--- config.mk ---
export PLATFORM = sky130hd
export DESIGN_NAME = rc4_ksa_ctrl
export DESIGN_NICKNAME = d
export VERILOG_FILES = /design/src/rtl/rc4_pkg.sv /design/src/rtl/sbox_regfile.sv /design/src/rtl/rc4_ksa_ctrl.sv
export SDC_FILE = /design/constraint.sdc
export NUM_CORES = 1
export LEC_CHECK = 0
export ABC_AREA = 1
export CORE_UTILIZATION = 40
export DETAILED_ROUTE_END_ITERATION = 10
export DONT_BUFFER_PORTS = 1
export PLACE_DENSITY = 0.64
export SYNTH_ARGS = -nofsm -noshare
export SYNTH_HDL_FRONTEND = slang
export SYNTH_SLANG_ARGS = --single-unit
--- constraint.sdc ---
create_clock -name clk -period 7.95 [get_ports clk]
set_input_delay 1.1925 -clock clk [delete_from_list [all_inputs] [get_ports clk]]
set_output_delay 1.1925 -clock clk [all_outputs]
set_load 0.02 [all_outputs]
--- src/rtl/rc4_pkg.sv ---
// Shared types and sizes for the RC4 key-schedule block: S-box geometry,
// controller state encoding and the S-box write-port payload.
package rc4_pkg;

  localparam int unsigned SBOX_DEPTH = 16;
  localparam int unsigned NIBBLE_W   = 4;
  localparam int unsigned KEY_W      = SBOX_DEPTH * NIBBLE_W;

  typedef logic [NIBBLE_W-1:0] nibble_t;
  typedef logic [SBOX_DEPTH-1:0][NIBBLE_W-1:0] nibble_arr_t;

  typedef enum logic [2:0] {
    ST_IDLE,
    ST_INIT,
    ST_CALC_J,
    ST_SWAP,
    ST_DONE
  } state_e;

  // Two independent write lanes so a swap lands in a single cycle
  typedef struct packed {
    logic    we_a;
    nibble_t addr_a;
    nibble_t data_a;
    logic    we_b;
    nibble_t addr_b;
    nibble_t data_b;
  } sbox_wr_t;

endpackage

--- src/rtl/sbox_regfile.sv ---
// 16 x 4-bit S-box storage: one external read port, two internal read ports
// for the controller and a two-lane write used for init and swap.
module sbox_regfile
  import rc4_pkg::*;
(
  input  logic     clk,
  input  logic     rst_n,
  input  sbox_wr_t wr_i,
  input  nibble_t  ext_addr_i,
  output nibble_t  ext_data_o,
  input  nibble_t  a_addr_i,
  output nibble_t  a_data_o,
  input  nibble_t  b_addr_i,
  output nibble_t  b_data_o
);

  nibble_arr_t mem_q;

  always_ff @(posedge clk or negedge rst_n) begin
    if (!rst_n) begin
      mem_q <= '0;
    end else begin
      if (wr_i.we_a) mem_q[wr_i.addr_a] <= wr_i.data_a;
      if (wr_i.we_b) mem_q[wr_i.addr_b] <= wr_i.data_b;
    end
  end

  assign ext_data_o = mem_q[ext_addr_i];
  assign a_data_o   = mem_q[a_addr_i];
  assign b_data_o   = mem_q[b_addr_i];

endmodule

--- src/rtl/rc4_ksa_ctrl.sv ---
// RC4 key-scheduling controller: runs INIT then 16 CALC_J/SWAP rounds over a
// 16-entry nibble S-box and flags the finished permutation with sbox_valid.
module rc4_ksa_ctrl
  import rc4_pkg::*;
#(
  parameter int unsigned N_SBOX = 16
) (
  input  logic                clk,
  input  logic                reset,
  input  logic                start,
  input  logic [KEY_W-1:0]    key,
  input  logic [NIBBLE_W-1:0] key_len,
  output logic                busy,
  output logic                done,
  output logic                sbox_valid,
  input  logic [NIBBLE_W-1:0] rd_addr,
  output logic [NIBBLE_W-1:0] rd_data
);

  localparam nibble_t LAST_IDX = NIBBLE_W'(N_SBOX - 1);

  state_e      state_q, state_d;
  nibble_t     k_q, k_d;
  nibble_t     i_q, i_d;
  nibble_t     j_q, j_d;
  nibble_t     kidx_q, kidx_d;
  nibble_t     klast_q, klast_d;
  nibble_arr_t key_q, key_d;
  logic        busy_q, busy_d;
  logic        done_q, done_d;
  logic        valid_q, valid_d;

  sbox_wr_t    wr_c;
  nibble_t     s_i, s_j;

  sbox_regfile u_sbox (
    .clk        (clk),
    .rst_n      (reset),
    .wr_i       (wr_c),
    .ext_addr_i (rd_addr),
    .ext_data_o (rd_data),
    .a_addr_i   (i_q),
    .a_data_o   (s_i),
    .b_addr_i   (j_q),
    .b_data_o   (s_j)
  );

  always_ff @(posedge clk or negedge reset) begin
    if (!reset) begin
      state_q <= ST_IDLE;
      k_q     <= '0;
      i_q     <= '0;
      j_q     <= '0;
      kidx_q  <= '0;
      klast_q <= '0;
      key_q   <= '0;
      busy_q  <= 1'b0;
      done_q  <= 1'b0;
      valid_q <= 1'b0;
    end else begin
      state_q <= state_d;
      k_q     <= k_d;
      i_q     <= i_d;
      j_q     <= j_d;
      kidx_q  <= kidx_d;
      klast_q <= klast_d;
      key_q   <= key_d;
      busy_q  <= busy_d;
      done_q  <= done_d;
      valid_q <= valid_d;
    end
  end

  always_comb begin
    state_d = state_q;
    k_d     = k_q;
    i_d     = i_q;
    j_d     = j_q;
    kidx_d  = kidx_q;
    klast_d = klast_q;
    key_d   = key_q;
    valid_d = valid_q;
    wr_c    = '0;

    unique case (state_q)
      ST_IDLE: begin
        if (start) begin
          state_d = ST_INIT;
          key_d   = key;
          // key_len of 0 wraps to 15, i.e. a 16-nibble key
          klast_d = key_len - 4'd1;
          k_d     = '0;
          i_d     = '0;
          j_d     = '0;
          kidx_d  = '0;
          valid_d = 1'b0;
        end
      end
      ST_INIT: begin
        wr_c.we_a   = 1'b1;
        wr_c.addr_a = k_q;
        wr_c.data_a = k_q;
        k_d         = k_q + 4'd1;
        if (k_q == LAST_IDX) state_d = ST_CALC_J;
      end
      ST_CALC_J: begin
        j_d     = j_q + s_i + key_q[kidx_q];
        state_d = ST_SWAP;
      end
      ST_SWAP: begin
        wr_c.we_a   = 1'b1;
        wr_c.addr_a = i_q;
        wr_c.data_a = s_j;
        wr_c.we_b   = 1'b1;
        wr_c.addr_b = j_q;
        wr_c.data_b = s_i;
        kidx_d      = (kidx_q == klast_q) ? '0 : kidx_q + 4'd1;
        if (i_q == LAST_IDX) begin
          state_d = ST_DONE;
          valid_d = 1'b1;
        end else begin
          i_d     = i_q + 4'd1;
          state_d = ST_CALC_J;
        end
      end
      ST_DONE: begin
        state_d = ST_IDLE;
      end
      default: begin
        state_d = ST_IDLE;
      end
    endcase

    busy_d = (state_d != ST_IDLE);
    done_d = (state_d == ST_DONE);
  end

  assign busy       = busy_q;
  assign done       = done_q;
  assign sbox_valid = valid_q;

endmodule

* Yosys cells after proc, flatten, opt, wreduce, memory -nomap -nowiden *
Index checks and enable logic that the tools add are counted.

cells by class
  add/subtract/negate cells = 6
  multipliers = 0
  divide/modulo/power cells = 0
  $lt $le $gt $ge = 8
  eq/ne operators = 10
  shift-type cells = 0
  multiplexer cells = 32
  bitwise operators = 0
  reduce and logical (&&, ||, !) cells = 13

operators with widths
  operator                                                                              number
  64-bit bitwise mux                                                                    2
  64-bit two-way mux                                                                    2
  4-bit binary-select mux with 4-bit select                                             4
  4-bit two-way mux                                                                     9
  4-bit demux with 4-bit select                                                         2
  4-bit one-hot mux with 2 select lines                                                 4
  4-bit by 5-bit less-than comparator with 1-bit output (second input constant)         6
  9-bit one-hot mux with 2 select lines                                                 1
  4-bit by 1-bit adder with 4-bit output (second input constant)                        3
  3-bit one-hot mux with 4 select lines                                                 1
  3-bit two-way mux                                                                     3
  9-bit two-way mux                                                                     1
  4-bit adder                                                                           2
  4-bit equality test (second input constant)                                           2
  4-bit by 1-bit greater-or-equal comparator with 1-bit output (second input constant)  2
  2-bit AND reduction                                                                   4
  3-bit by 2-bit equality test with 1-bit output (second input constant)                2
  2-bit != test (second input constant)                                                 3
  3-bit AND reduction                                                                   2
  2-bit nonzero test                                                                    3
  4-bit equality test                                                                   1
  4-bit by 1-bit subtractor with 4-bit output (second input constant)                   1
  3-bit by 1-bit equality test with 1-bit output (second input constant)                1
  3-bit equality test (second input constant)                                           1
  other kinds (5)                                                                       7

word-level totals
  register bits after elaboration = 154
  latch bits = 0
  RAM bits = 0
  ROM bits = 0
  output and inout bits = 7
  word-level logic and storage cells = 110
  memories kept = 0

* Longest topological paths before layout *
Gate-level depths: netlist of the first run.

  depth after elaboration = 11
  gate-level depth with buffers = 20
  mapped depth without buffers = 20

* Cells and area by module *
Synthesis of the first run repeated with hierarchy kept, for this count alone.

unflattened totals
  cell total of the unflattened synthesis = 1494
  area total of the unflattened synthesis = 9825.7 um^2

by module, submodules not included
  module        instances  cells each  area each (um^2)  seq. area each (um^2)
  sbox_regfile  1          937         5337.6            1601.5
  rc4_ksa_ctrl  1          557         4488.1            2252.2

* Worst setup path before layout of the first run *
No wires, ideal clock.

  path type = input port to output port
  start = input rd_addr[0]
  end = output rd_data[0]
  data arrival time = 2528 ps
  data required time = 6758 ps
  setup slack = 4230 ps
  stages on the path = 6
  path buffers = 2
  path through = clkbuf_1 > clkbuf_1 > a21oi_1 > o21ai_0 > o22ai_1 > o21ai_0

on the way
  cells in the longest elaborated chain, start to end = 2

RTL lines
  element                                    line                text
  from (decl)                                rc4_ksa_ctrl.sv:16  input logic [NIBBLE_W-1:0] rd_addr,
  4-bit binary-select mux with 4-bit select  sbox_regfile.sv:28  assign ext_data_o = mem_q[ext_addr_i];
  4-bit two-way mux (not written as such)    sbox_regfile.sv:28
  to (decl)                                  rc4_ksa_ctrl.sv:17  output logic [NIBBLE_W-1:0] rd_data

Every way passes these cells. The select of a mux whose other input is x is not followed.

* Final worst setup path of the first run *
  start = register i_q[1]
  end = register j_q[3]

on the way
  cells in the longest elaborated chain, start to end = 5

RTL lines
  element                                    line                 text
  from (decl)                                rc4_ksa_ctrl.sv:24   nibble_t i_q, i_d;
  from (signal assigned)                     rc4_ksa_ctrl.sv:63   i_q <= i_d;
  4-bit binary-select mux with 4-bit select  sbox_regfile.sv:29   assign a_data_o = mem_q[a_addr_i];
  4-bit two-way mux (not written as such)    sbox_regfile.sv:29
  4-bit adder (2 in series)                  rc4_ksa_ctrl.sv:107  j_d = j_q + s_i + key_q[kidx_q];
  4-bit one-hot mux with 2 select lines      rc4_ksa_ctrl.sv:85   unique case (state_q)
  to (signal assigned)                       rc4_ksa_ctrl.sv:64   j_q <= j_d;
  to (decl)                                  rc4_ksa_ctrl.sv:25   nibble_t j_q, j_d;

Every way passes these cells. The select of a mux whose other input is x is not followed.
A chain may end at the register's enable or synchronous reset.

==> results of run 1 <==
[worst max-delay path, delay by kind of cell (launching register included)]
kind,cells,cell delay [ps]
AOI/OAI and AO/OA,2,340
buffers and inverters,5,840
adders and majority gates,3,970
DFF,1,890
and+or+nand+nor,8,610
[state kept, by name, indices dropped and copies added (netlist names)]
| signal | cells |
|---|---|
| state_q | 3 |
| kidx_q | 4 |
| u_sbox.mem_q | 64 |
| k_q | 4 |
| sbox_valid | 1 |
| klast_q | 4 |
| key_q | 64 |
| j_q | 4 |
| done | 1 |
| i_q | 4 |
| busy | 1 |
[stage by stage]
| step | power, mW | cell area, sq um | hold slack [ps] |
|---|---|---|---|
| 2_1_floorplan | 2.671 | 9183 | 443.6 |
| 3_3_place_gp | 3.177 | 9279 | 457.1 |
| 3_5_place_dp | 3.198 | 9279 | 460.4 |
| 4_1_cts | 4.066 | 9916 | 427.3 |
| 5_1_grt | 4.395 | 9916 | 426.1 |
| 6_report | 4.082 | 9916 | 448.7 |
[cell type report]
| cell class | count | share of cell area (%) |
|---|---|---|
| Timing Repair Buffer | 4 | 0.3028 |
| Tap cell | 285 | 3.596 |
| Sequential cell | 154 | 38.86 |
| Clock buffer | 17 | 4.290 |
| Inverter | 161 | 6.095 |
| Multi-Input combinational cell | 910 | 44.72 |
| Clock inverter | 15 | 2.132 |
[power groups by stage]
stage | Clock [mW] | Sequential (mW) | Combinational, mW
after global routing | 0.903 | 1.42 | 2.07
final | 0.859 | 1.38 | 1.84
after detailed placement | 0 | 1.39 | 1.81
after floorplan | 0 | 1.28 | 1.39
after CTS | 0.871 | 1.38 | 1.82
after global placement | 0 | 1.38 | 1.79
[worst max path at each step]
| stage | startpoint | end | cells after the start |
|---|---|---|---|
| finish | i_q[1]$_DFFE_PN0P_ | j_q[3]$_DFFE_PN0P_ | 18 |
| CTS | i_q[1]$_DFFE_PN0P_ | j_q[3]$_DFFE_PN0P_ | 18 |
| floorplan | rd_addr[0] | rd_data[0] | 6 |
| global route | i_q[1]$_DFFE_PN0P_ | j_q[3]$_DFFE_PN0P_ | 18 |
| global placement | i_q[1]$_DFFE_PN0P_ | j_q[3]$_DFFE_PN0P_ | 18 |
| detailed placement | i_q[1]$_DFFE_PN0P_ | j_q[3]$_DFFE_PN0P_ | 18 |
[per-layer routing]
metal	vias up	global-route usage, %	part of all wire, %
li1	4210	-	-
met1	4094	33.73	44
met2	355	40.69	46
met3	76	4.284	6.6
met4	0	11.48	3.4
met5	-	0	0
[kinds of logic (layout without fill, tap and decap cells)]
| family | count (synthesis) | after routing |
|---|---|---|
| AOI/OAI and AO/OA | 455 | 455 |
| and+or+nand+nor | 434 | 434 |
| buffers and inverters | 228 | 197 |
| DFF | 154 | 154 |
| xor gates and xnor gates | 12 | 12 |
| adders and majority gates | 9 | 9 |
[synth_stat cells, types with 4 or more instances]
cell | count | share of area, %
a21oi_1 | 155 | 8.4
o21ai_2 | 4 | 0.38
nor2_1 | 52 | 2.1
o21ai_1 | 15 | 0.82
ha_1 | 5 | 0.68
nand3_1 | 82 | 4.5
o221ai_1 | 7 | 0.67
nand2_2 | 4 | 0.27
nor2_2 | 4 | 0.27
buf_4 | 4 | 0.33
fa_1 | 4 | 0.87
nand2_1 | 277 | 11
xnor2_1 | 9 | 0.86
nand4_1 | 8 | 0.55
buf_1 | 4 | 0.16
clkbuf_1 | 46 | 1.9
o22ai_1 | 5 | 0.34
buf_2 | 11 | 0.60
inv_1 | 155 | 6.3
o21ai_0 | 252 | 14
dfrtp_1 | 154 | 42
o211ai_1 | 13 | 1.1
==> impl_metrics.csv, run 1 <==
group,metric,value,unit
status,outcome,"completed",
place,place_ws,4232,ps
logic_synthesis,synthSimpleGateAreaFrac,19.72,%
timing,finalCritPeriodShare,46.96,%
clock_tree,cts-resized-gates,0,
detailed_routing,vias_per_cell,5.650,
critical_path,reg2reg_depth,18,
logic_synthesis,syn_area_per_cell,7.107,sq um
floorplan,placementRows,55,
final_layout,regArea,3854,sq um
power,p_comb_share,45.0,%
critical_path,path_class,"flop to flop",
final_layout,num-nets-final,1332,
timing,maxSlewViolCount,0,
clock_tree,cts_sinks,154,
detailed_routing,num_vias,8735,
floorplan,die_area,23570,sq um
critical_path,cp.required,8290,ps
detailed_routing,dr.pass1.iters,5,
power,ir_worst_vdd,0.1463,mV
logic_synthesis,postSynthCellCount,1292,
power,p_leak,4.496,nW
timing,finalSetupViolCount,0,
grt,antenna_found_initial,0,
power,p_sw_share,47.39,%
grt,grt_max_degree,155,
critical_path,worstPathMaxFanout,21,
final_layout,multi_input_area,4434,sq um
logic_synthesis,syn_nets,1376,
detailed_routing,routed_wl,29190,um
clock_tree,cts_hold_buf,0,
power,intPower,2.148,mW
detailed_routing,wire_per_inst,18.88,um
clock_tree,cts_made_buffers,17,
logic_synthesis,synthDistinctLibCells,34,
final_layout,area_delta_synth_final,7.985,%
power,p_clk_share,21.0,%
critical_path,r2r_slack,4220,ps
clock_tree,clk_pin_slew_worst_paths,80,ps
power,seqPwrFrac,33.9,%
floorplan,die_y,153.5,um
floorplan,core,22570,sq um
detailed_routing,drc,0,
clock_tree,h-tree-depth,4,
critical_path,crit_slowest_cell,"dfrtp_1",
clock_tree,clock_latency,440,ps
final_layout,layout_commonest_cell,"nand2_1",
final_layout,instances_no_fill,1546,
place,gp_congestion,0.9683,
min_path,hp-class,"primary input to asynchronous set/reset pin",
critical_path,reg2reg_from,"i_q[1]$_DFFE_PN0P_",
logic_synthesis,synthFlopType,"dfrtp_1",
logic_synthesis,synthXorXnorAreaFrac,1.145,%
logic_synthesis,synth_compound_area_share,25.82,%
timing,hold_violations,0,
final_layout,final_cell_mix,"nand2_1, o21ai_0, inv_1, a21oi_1, dfrtp_1",
critical_path,worstPathCellList,"inv_1, a21oi_1, o21ai_0, nand3_1, nand3_1, nand3_1, inv_1, fa_1, inv_1, ha_1, inv_1, fa_1, inv_1, nand2_1, nand2_1, nand2_1, nand3_1, nand2_1",
logic_synthesis,synth_seq_area_share,41.97,%
timing,clock_skew,16.94,ps
grt,first_global_vias,8261,
final_layout,drive_above_1_share,4.520,%
place,place_inst,1514,
final_layout,diodes,0,
logic_synthesis,ys_ff_latch,154,
floorplan,fp.dieW,153.5,um
logic_synthesis,synth_top_family_by_area,"compound AO/OA/AOI/OAI gates",
job,maxCapViolCount,0,
clock_tree,post-cts-setup-buffer-count,0,
logic_synthesis,yosys_warnings,0,
floorplan,ios,82,
final_layout,nFillCells,2361,
final_layout,fin_util,43.93,%
timing,tns,0,ps
grt,grtUsageTotal,25.42,%
timing,min_period,3734,ps
power,p_switching,1.935,mW
floorplan,start_util,40.68,%
logic_synthesis,synth_fa_ha_area_share,1.553,%
critical_path,end_kind,"flop",
critical_path,arrival,4070,ps
clock_tree,clockRootBuffer,"clkbuf_16",
place,hpwl,19720,um
critical_path,startpoint_type,"flop",
logic_synthesis,synth_edf_count,0,
critical_path,cp_slowest_stage_delay,890,ps
clock_tree,clock_path_buffers,2,
clock_tree,cts_tree,"yes",
logic_synthesis,synthArstFlopShare,100.0,%
grt,grt_pass1_wl,45820,um
timing,fmax,0.2678,GHz
timing,grt_setup_unrepaired,"no",
grt,overflow,0,
logic_synthesis,syn_area,9183,sq um
place,port_buffers,0,
timing,tightestPinTransition,1013,ps
logic_synthesis,muxShareOfSynthArea,0,%
critical_path,r2r_end,"j_q[3]$_DFFE_PN0P_",
detailed_routing,drt_iter0_drc,911,
timing,setup_slack,4216,ps
power,p_per_area,411.7,nW/um^2
detailed_routing,postRouteAntennaNets,0,
timing,max_slew_margin,32.27,%
critical_path,critPathMostFrequentCell,"inv_1",
Power figures use the tool's default switching activity.
==> run 2: changes to the inputs <==
- clock period: 7.95 -> 3.9 ns (I/O delays scaled with it)
==> run 2 against run 1 <==
Effect of this change:
- the flow now finishes with violations (negative hold slack)
- maximum frequency grew 21%
- critical endpoint unchanged
- cell area increased by 0.33%
- largest power group unchanged
- first-iteration DRC count decreased by 8.3%
- clock skew decreased by 3.7 ps
- non-clock buffer count rose by 7
- power is 100% higher
- combinational power grew 110%
==> impl_metrics.csv, run 2 (same netlist as run 1, synthesis figures left out) <==
group,metric,value,unit
final_layout,final_cell_mix,"nand2_1, o21ai_0, inv_1, a21oi_1, dfrtp_1",
detailed_routing,routed_wl,28670,um
final_layout,num-nets-final,1339,
final_layout,fin_util,44.07,%
min_path,hp-class,"primary input to asynchronous set/reset pin",
critical_path,worstPathMaxFanout,10,
final_layout,layout_commonest_cell,"nand2_1",
floorplan,die_y,153.5,um
detailed_routing,postRouteAntennaNets,0,
detailed_routing,num_vias,8668,
timing,grt_setup_unrepaired,"no",
place,hpwl,19870,um
clock_tree,cts_tree,"yes",
final_layout,nFillCells,2341,
detailed_routing,wire_per_inst,18.46,um
clock_tree,cts_sinks,154,
grt,grtUsageTotal,25.00,%
place,gp_congestion,0.9782,
timing,clock_skew,13.19,ps
floorplan,ios,82,
grt,overflow,0,
clock_tree,h-tree-depth,4,
clock_tree,clock_path_buffers,2,
timing,finalSetupViolCount,0,
detailed_routing,dr.pass1.iters,5,
critical_path,r2r_slack,810,ps
final_layout,reg_top3,"key_q: 64 flops, u_sbox.mem_q: 64 flops",
job,maxCapViolCount,0,
power,ir_worst_vdd,0.3793,mV
detailed_routing,vias_per_cell,5.581,
clock_tree,clock_latency,440,ps
critical_path,path_class,"flop to flop",
grt,grt_pass1_wl,45620,um
timing,fmax,0.3231,GHz
clock_tree,post-cts-setup-buffer-count,0,
detailed_routing,drt_iter0_drc,835,
place,placed_cell_area,9331,sq um
final_layout,drive_above_1_share,5.047,%
final_layout,fin_area,9948,sq um
floorplan,fp.dieW,153.5,um
grt,antenna_found_initial,0,
final_layout,area_delta_synth_final,8.339,%
clock_tree,cts_made_buffers,17,
status,outcome,"finished with violations",
floorplan,start_util,40.68,%
timing,min_period,3095,ps
detailed_routing,drc,0,
timing,hold_violations,154,
power,p_per_area,837.8,nW/um^2
power,p_leak,4.524,nW
place,place_inst,1521,
floorplan,die_area,23570,sq um
timing,tightestPinTransition,801.2,ps
critical_path,reg2reg_depth,19,
grt,grt_max_degree,155,
floorplan,placementRows,55,
critical_path,startpoint_type,"flop",
critical_path,r2r_end,"j_q[3]$_DFFE_PN0P_",
final_layout,regArea,3854,sq um
timing,maxSlewViolCount,0,
timing,whs,-154.7,ps
critical_path,arrival,3430,ps
timing,finalCritPeriodShare,79.35,%
timing,tns,0,ps
final_layout,multi_input_area,4434,sq um
critical_path,reg2reg_from,"kidx_q[2]$_DFFE_PN0P_",
status,failed_checks,"negative hold slack",
place,port_buffers,0,
critical_path,end_kind,"flop",
clock_tree,clockRootBuffer,"clkbuf_16",
final_layout,instances_no_fill,1553,
floorplan,core,22570,sq um
grt,first_global_vias,8269,
final_layout,diodes,0,
critical_path,cp.required,4230,ps
clock_tree,clk_pin_slew_worst_paths,80,ps
timing,max_slew_margin,46.46,%
clock_tree,cts-resized-gates,0,
[run 2: cell count changes in the layout (fill, tap and decap cells not counted), sizes merged]
cell      before  now
clkinv        11    7
clkinvlp       0    1
bufinv         0    1
inv          165  167
buf            4   11
[run 2: worst max-delay path by stage]
stage                     startpoint                 end  slack [ps]  cells after the start
2_1_floorplan  kidx_q[0]$_DFFE_PN0P_  j_q[3]$_DFFE_PN0P_         890                     19
3_3_place_gp   kidx_q[1]$_DFFE_PN0P_  j_q[3]$_DFFE_PN0P_         910                     18
3_5_place_dp   kidx_q[2]$_DFFE_PN0P_  j_q[3]$_DFFE_PN0P_         800                     19
4_1_cts        kidx_q[2]$_DFFE_PN0P_  j_q[3]$_DFFE_PN0P_         790                     19
5_1_grt        kidx_q[2]$_DFFE_PN0P_  j_q[3]$_DFFE_PN0P_         370                     20
6_report       kidx_q[2]$_DFFE_PN0P_  j_q[3]$_DFFE_PN0P_         810                     19
[run 2: worst max-delay path: stages (launching register included)]
cell,delay [ps]
dfrtp_1,440
clkinv_1,310
nor2_1,240
inv_1,140
a21oi_1,140
o21ai_0,100
nand4_1,110
nand2_1,80
inv_1,70
fa_1,400
inv_1,70
ha_1,140
inv_1,50
fa_1,370
nand3_1,90
nand2_1,60
inv_1,50
nand2_1,40
nand3_1,50
nand2_1,50
[run 2: power by group]
| part | total [mW] | internal, mW | leakage [nW] | switching, mW |
|---|---|---|---|---|
| logic | 3.78 | 1.22 | 2.33 | 2.56 |
| registers | 2.81 | 2.31 | 1.90 | 0.501 |
| clock network | 1.75 | 0.926 | 0.298 | 0.820 |
| total | 8.34 | 4.45 | 4.52 | 3.88 |
[run 2: final cells by class]
class                   instances  area share, %
clock buffers                  17          4.276
clock inverters                15          1.924
multi-input cells             910          44.57
well taps                     285          3.584
flip-flops and latches        154          38.74
inverters                     161          6.075
repair buffers                 11         0.8301
[run 2: stage by stage]
step	power, mW	setup slack (ps)	hold slack, ps
global placement	6.495	911.7	300.9
global route	9.013	374.9	-165.8
detailed placement	6.558	799.1	301.2
floorplan	5.444	892.5	289.4
finish	8.335	805.3	-154.7
CTS	8.308	787.8	-164.3
[run 2: metal layers]
metal  vias to the layer above  part of all wire, %  GRT usage (%)  wire [um]
li1                       4224                    -              -          -
met5                         -                    0              0          0
met4                         0                  2.5          9.190        703
met3                        48                  7.0          3.749       2002
met1                      4028                   44          33.41      12600
met2                       368                   47          41.10      13360
